==> src/rtl/pmod_ad1_axis_packer.sv <==
// pmod_ad1_axis_packer
//   Packs pairs of 16-bit PMOD AD1 samples into 32-bit AXI4-Stream words for
//   a 32-bit DMA and buffers them in a small FIFO. The upstream capture stage
//   ignores TREADY, so samples offered while the FIFO is full are counted as
//   drops.
//
// Ports
//   CLK_i, RST_i           clock, asynchronous active-high reset
//   S_AXIS_T*              16-bit sample stream in ([11:0] data)
//   M_AXIS_T*              32-bit packed stream out, {second, first}
//                          TKEEP 4'hF full word, 4'h3 lone low sample
//   FIFO_LEVEL_o           words held (including the one presented)
//   DROP_COUNT_o           saturating count of samples offered while full
//   DROP_CLR_i             synchronous clear of DROP_COUNT_o (wins over +1)
//
// Configuration
//   PMOD_AD1_PACK_SEQ_EN   when defined, sample bits [15:12] carry a 4-bit
//                          per-frame sequence count for host gap detection.
module pmod_ad1_axis_packer #(
  parameter int FIFO_DEPTH = 16
) (
  input  logic                          CLK_i,
  input  logic                          RST_i,
  input  logic [15:0]                   S_AXIS_TDATA_i,
  input  logic                          S_AXIS_TVALID_i,
  input  logic                          S_AXIS_TLAST_i,
  output logic                          S_AXIS_TREADY_o,
  output logic [31:0]                   M_AXIS_TDATA_o,
  output logic [3:0]                    M_AXIS_TKEEP_o,
  output logic                          M_AXIS_TLAST_o,
  output logic                          M_AXIS_TVALID_o,
  input  logic                          M_AXIS_TREADY_i,
  output logic [$clog2(FIFO_DEPTH):0]   FIFO_LEVEL_o,
  output logic [15:0]                   DROP_COUNT_o,
  input  logic                          DROP_CLR_i
);
  localparam int AW = $clog2(FIFO_DEPTH);
  localparam int LW = AW + 1;

  typedef enum logic {ST_EMPTY, ST_HALF} state_t;

  // Stored word: {last, full, data[31:0]}
  state_t          r_state, w_state_nxt;
  logic [15:0]     r_low;
  logic            r_started;
  logic [LW-1:0]   r_level;
  logic [AW-1:0]   r_wr_ptr, r_rd_ptr, w_rd_nxt;
  logic [33:0]     r_mem [FIFO_DEPTH];
  logic [33:0]     r_out;
  logic            r_tvalid;
  logic [15:0]     r_drop;
  logic            w_ready, w_accept, w_pop, w_wr_en;
  logic [33:0]     w_wr_word;
  logic [15:0]     w_samp;

  // Ready looks only at the level register; r_started keeps it low during
  // reset and for the first cycle after release.
  assign w_ready  = r_started & (r_level < LW'(FIFO_DEPTH));
  assign w_accept = S_AXIS_TVALID_i & w_ready;
  assign w_pop    = r_tvalid & M_AXIS_TREADY_i;
  assign w_rd_nxt = r_rd_ptr + AW'(1);

`ifdef PMOD_AD1_PACK_SEQ_EN
  logic [3:0] r_seq;
  always_ff @(posedge CLK_i or posedge RST_i) begin
    if (RST_i)         r_seq <= '0;
    else if (w_accept) r_seq <= S_AXIS_TLAST_i ? 4'd0 : r_seq + 4'd1;
  end
  assign w_samp = {r_seq, S_AXIS_TDATA_i[11:0]};
`else
  assign w_samp = S_AXIS_TDATA_i;
`endif

  always_ff @(posedge CLK_i or posedge RST_i) begin
    if (RST_i) r_started <= 1'b0;
    else       r_started <= 1'b1;
  end

  // Pack FSM: state register plus held low half
  always_ff @(posedge CLK_i or posedge RST_i) begin
    if (RST_i) begin
      r_state <= ST_EMPTY;
      r_low   <= '0;
    end else begin
      r_state <= w_state_nxt;
      if (w_accept && r_state == ST_EMPTY) r_low <= w_samp;
    end
  end

  // The completing accept writes the FIFO at its own clock edge, so the
  // level reflects the new word in the following cycle.
  always_comb begin
    w_state_nxt = r_state;
    w_wr_en     = 1'b0;
    w_wr_word   = '0;
    case (r_state)
      ST_EMPTY: if (w_accept) begin
        if (S_AXIS_TLAST_i) begin
          w_wr_en   = 1'b1;
          w_wr_word = {1'b1, 1'b0, 16'h0000, w_samp};
        end else begin
          w_state_nxt = ST_HALF;
        end
      end
      ST_HALF: if (w_accept) begin
        w_wr_en     = 1'b1;
        w_wr_word   = {S_AXIS_TLAST_i, 1'b1, w_samp, r_low};
        w_state_nxt = ST_EMPTY;
      end
      default: w_state_nxt = ST_EMPTY;
    endcase
  end

  // FIFO storage; contents are don't-care until written
  always_ff @(posedge CLK_i) begin
    if (w_wr_en) r_mem[r_wr_ptr] <= w_wr_word;
  end

  always_ff @(posedge CLK_i or posedge RST_i) begin
    if (RST_i) begin
      r_wr_ptr <= '0;
      r_rd_ptr <= '0;
      r_level  <= '0;
    end else begin
      if (w_wr_en) r_wr_ptr <= r_wr_ptr + AW'(1);
      if (w_pop)   r_rd_ptr <= w_rd_nxt;
      case ({w_wr_en, w_pop})
        2'b10:   r_level <= r_level + LW'(1);
        2'b01:   r_level <= r_level - LW'(1);
        default: r_level <= r_level;
      endcase
    end
  end

  // Registered read port. The presented word stays in the FIFO (and in the
  // level) until popped. On a pop, the next word is prefetched only if it
  // was already written, so a word written at this edge appears one cycle
  // later.
  always_ff @(posedge CLK_i or posedge RST_i) begin
    if (RST_i) begin
      r_tvalid <= 1'b0;
      r_out    <= '0;
    end else if (w_pop) begin
      r_tvalid <= (r_level > LW'(1));
      if (r_level > LW'(1)) r_out <= r_mem[w_rd_nxt];
    end else if (!r_tvalid && r_level != '0) begin
      r_tvalid <= 1'b1;
      r_out    <= r_mem[r_rd_ptr];
    end
  end

  always_ff @(posedge CLK_i or posedge RST_i) begin
    if (RST_i)                                          r_drop <= '0;
    else if (DROP_CLR_i)                                r_drop <= '0;
    else if (S_AXIS_TVALID_i && !w_ready && r_drop != 16'hFFFF) r_drop <= r_drop + 16'd1;
  end

  assign S_AXIS_TREADY_o = w_ready;
  assign M_AXIS_TDATA_o  = r_out[31:0];
  assign M_AXIS_TKEEP_o  = r_out[32] ? 4'hF : 4'h3;
  assign M_AXIS_TLAST_o  = r_out[33];
  assign M_AXIS_TVALID_o = r_tvalid;
  assign FIFO_LEVEL_o    = r_level;
  assign DROP_COUNT_o    = r_drop;
endmodule
==> config.mk <==
export PLATFORM = sky130hd
export DESIGN_NAME = pmod_ad1_axis_packer
export DESIGN_NICKNAME = d
export VERILOG_FILES = /design/src/rtl/pmod_ad1_axis_packer.sv
export SDC_FILE = /design/constraint.sdc
export NUM_CORES = 1
export LEC_CHECK = 0
export CORE_MARGIN = 10
export CORE_UTILIZATION = 45
export CTS_BUF_LIST = sky130_fd_sc_hd__clkbuf_8 sky130_fd_sc_hd__clkbuf_16
export CTS_CLUSTER_SIZE = 10
export DETAILED_ROUTE_END_ITERATION = 16
export SLEW_MARGIN = 30
export SYNTH_ARGS = -nofsm -noshare
export SYNTH_HDL_FRONTEND = slang
export SYNTH_SLANG_ARGS = --single-unit
==> constraint.sdc <==
create_clock -name CLK_i -period 6.8 [get_ports CLK_i]
set_clock_uncertainty 0.2 [all_clocks]
set_input_delay 0.68 -clock CLK_i [delete_from_list [all_inputs] [get_ports CLK_i]]
set_output_delay 0.68 -clock CLK_i [all_outputs]
set_load 0.01 [all_outputs]
==> impl_metrics.py <==
metrics = {
    "synth": {
        "yosysSeqAreaShare_pct": 63.3,
        "synth_compound_area_share_pct": 8.05,
        "synthCells": 1828,
        "synth_warnings": 0,
        "synth_area_per_cell_um2": 15.9,
        "synthArstFlopShare_pct": 13.1,
        "netlist_area_um2": 29000,
        "synthMuxAreaShare_pct": 20.9,
        "yosysTopAreaCellShare_pct": 56.3,
        "synth_flop_cell": "edfxtp_1",
        "synth_area_leaders": "edfxtp_1 56%, mux4_2 11%, mux2i_1 8.7%",
        "synthAdderAreaFrac_pct": 0.431,
        "synth_top_family_by_area": "multiplexers",
        "ys_seq_elements": 626,
        "synth_cell_type_count": 54,
        "synth-edff-count": 544,
        "synth_xor_area_share_pct": 0.750,
        "synth_top_area_cell": "edfxtp_1",
        "synth_simple_gate_area_share_pct": 4.27,
    },
    "clocking": {
        "clockRootBuffer": "clkbuf_16",
        "cts_max_level": 3,
        "cts_tree": "yes",
        "cts_resized": 0,
        "cts-hold-fix-buffers": 0,
        "cts.clk_slew.worst_paths_ps": 60,
        "clkSinkCount": 626,
        "cts_made_buffers": 74,
        "cts_buffer_depth": 3,
        "clock_latency_ps": 610,
        "cts_setup_buffers": 0,
    },
    "die": {
        "die_w_um": 274,
        "row_count": 93,
        "core_area_um2": 64100,
        "io_pins": 82,
        "die_area_um2": 75100,
        "die_h_um": 274,
        "initial_core_util_pct": 45.3,
    },
    "cells_and_area": {
        "diodes": 0,
        "drive_above_1_share_pct": 16.8,
        "final_cell_mix": "544 x edfxtp_1, 253 x mux2i_1, 155 x nand2_1, 147 x mux4_2, 124 x a22oi_1",
        "seq_area_um2": 18400,
        "multi_input_area_um2": 10100,
        "syn_to_final_growth_pct": 13.4,
        "fill_cells": 5179,
        "final_common_cell": "edfxtp_1",
        "finalNetCount": 1917,
    },
    "power": {
        "vdd_drop_max_uv": 465,
        "leakage_uw": 0.0116,
        "cellPowerDensity_nw_per_um2": 447,
    },
    "setup_path": {
        "cp-start-kind": "flop",
        "rr_startpoint": "r_rd_ptr[2]",
        "reg2reg_slack_ps": 2780,
        "r2r_cells": 7,
        "startpoint": "r_rd_ptr[2]",
        "crit_arrival_ps": 4360,
        "crit_type": "reg2reg",
        "critPathMaxFanout": 133,
        "rr_endpoint": "r_out[32]",
        "cp-end-kind": "flop",
        "cp.required_ps": 7140,
    },
    "sta": {
        "worstMarginPinSlew_ps": 1010,
        "hold_viol": 0,
        "slew_headroom_pct": 32.9,
        "finalCritPeriodShare_pct": 59.1,
        "final.setup.tns_ps": 0,
        "period_needed_ps": 4020,
        "setup_viol_count_final": 0,
        "rsz0062_at_grt": "no",
        "max_freq_ghz": 0.249,
        "hold-worst-slack_ps": 305,
        "slew_viol_final": 0,
    },
    "hold_path": {
        "whs_endpoint": "r_out[16]",
        "min_delay_path_depth": 1,
        "min-delay-start": "r_out[16]",
        "hp-class": "reg2reg",
    },
    "run_status": {
        "status": "finished clean",
    },
    "placement": {
        "io_buffers": 79,
        "dpl.hpwl_um": 45400,
        "gp_congestion": 0.781,
    },
    "route": {
        "avgViaCountPerCell": 6.31,
        "vias": 17600,
        "wire_per_inst_um": 29.3,
        "postRouteAntennaNets": 0,
        "drc_errors": 0,
        "postRouteWirelength_um": 81900,
        "drt_iter0_markers": 1690,
        "dr.pass1.iters": 7,
    },
    "grt": {
        "grt_util_all_layers_pct": 21.6,
        "use_met2_pct": 35.9,
        "use_met1_pct": 28.7,
        "grt_pass1_wl_um": 120000,
        "grt_max_degree": 134,
        "overflow": 0,
        "busiest_layer": "met2",
        "antenna_found_initial": 1,
        "grt_pass1_vias": 18300,
        "grt_use_met3_pct": 3.41,
    },
    "job": {
        "maxCapViolCount": 0,
    },
}
==> cells in the mapped netlist (all sizes together), types with 10 or more instances <==
cell type,instances
buf,76
a22o,48
mux2i,253
clkbuf,64
mux2,19
nor2,28
a311oi,30
a31oi,30
xnor2,18
nand3,13
edfxtp,544
inv,10
nand2,156
dfrtp,82
a22oi,124
mux4,147
and2,33
a21oi,71
ha,10
==> per-stage QoR <==
stage	instances	utilization, %	setup slack (ps)	total power [uW]	area (um2)
2_1_floorplan	1830	-	3810	9390	29000
5_1_grt	2796	51.4	2600	15400	32900
4_1_cts	2796	51.3	2840	14800	32900
3_3_place_gp	2662	47.9	2720	11100	30700
6_report	2796	51.4	2780	14700	32900
3_5_place_dp	2664	48.0	2620	11200	30800
==> worst max-delay path, stage by stage, from the launching register on <==
cell and delay [ps]:
dfrtp_4 970, buf_12 730, buf_4 760, mux2i_1 160, a22oi_1 210, a21oi_1 110, a311oi_1 420, a22o_1 180
==> how the worst max path moves through the flow <==
stage	slack [ps]	endpoint	depth (start not counted)
6_report	2780	r_out[32]	7
2_1_floorplan	3810	DROP_COUNT_o[0]	1
5_1_grt	2600	r_out[32]	7
3_3_place_gp	2720	r_mem[3][9]	7
3_5_place_dp	2620	r_mem[3][11]	7
4_1_cts	2840	r_out[32]	7
==> routing by layer <==
metal / routed length, um / up-vias
met5: 0 / -
met4: 2070 / 0
met3: 5310 / 148
met2: 40300 / 674
met1: 34300 / 9318
li1: - / 7500
==> power breakdown <==
group / internal [uW] / switching [uW] / total, uW / leakage, uW
sequential: 4550 / 342 / 4890 / 0.00601
clock: 2020 / 1500 / 3520 / 0.00123
combinational: 2830 / 3450 / 6290 / 0.00437
==> flip-flops by register name, summed over array words and instances (netlist names) <==
signal	flops
M_AXIS_TVALID_o	1
r_rd_ptr	4
r_state	1
FIFO_LEVEL_o	5
r_mem	544
r_low	16
DROP_COUNT_o	16
r_started	1
r_out	34
r_wr_ptr	4
==> cell families after synthesis <==
kind of cell / Yosys count
AOI/OAI and AO/OA: 329
xor gates and xnor gates: 24
adders and majority gates: 10
buffers and inverters: 150
DFF: 626
muxes: 419
other: 1
and+or+nand+nor: 269
==> layout make-up <==
| type | instances | area share (%) |
|---|---|---|
| sequential | 626 | 55.9 |
| multi-input combinational | 1054 | 30.7 |
| clock buffer | 78 | 5.86 |
| timing repair buffer | 119 | 3.53 |
| tap | 855 | 3.25 |
| clock inverter | 54 | 0.684 |
| inverter | 10 | 0.122 |
No activity file was read; power rests on OpenSTA's default activity.
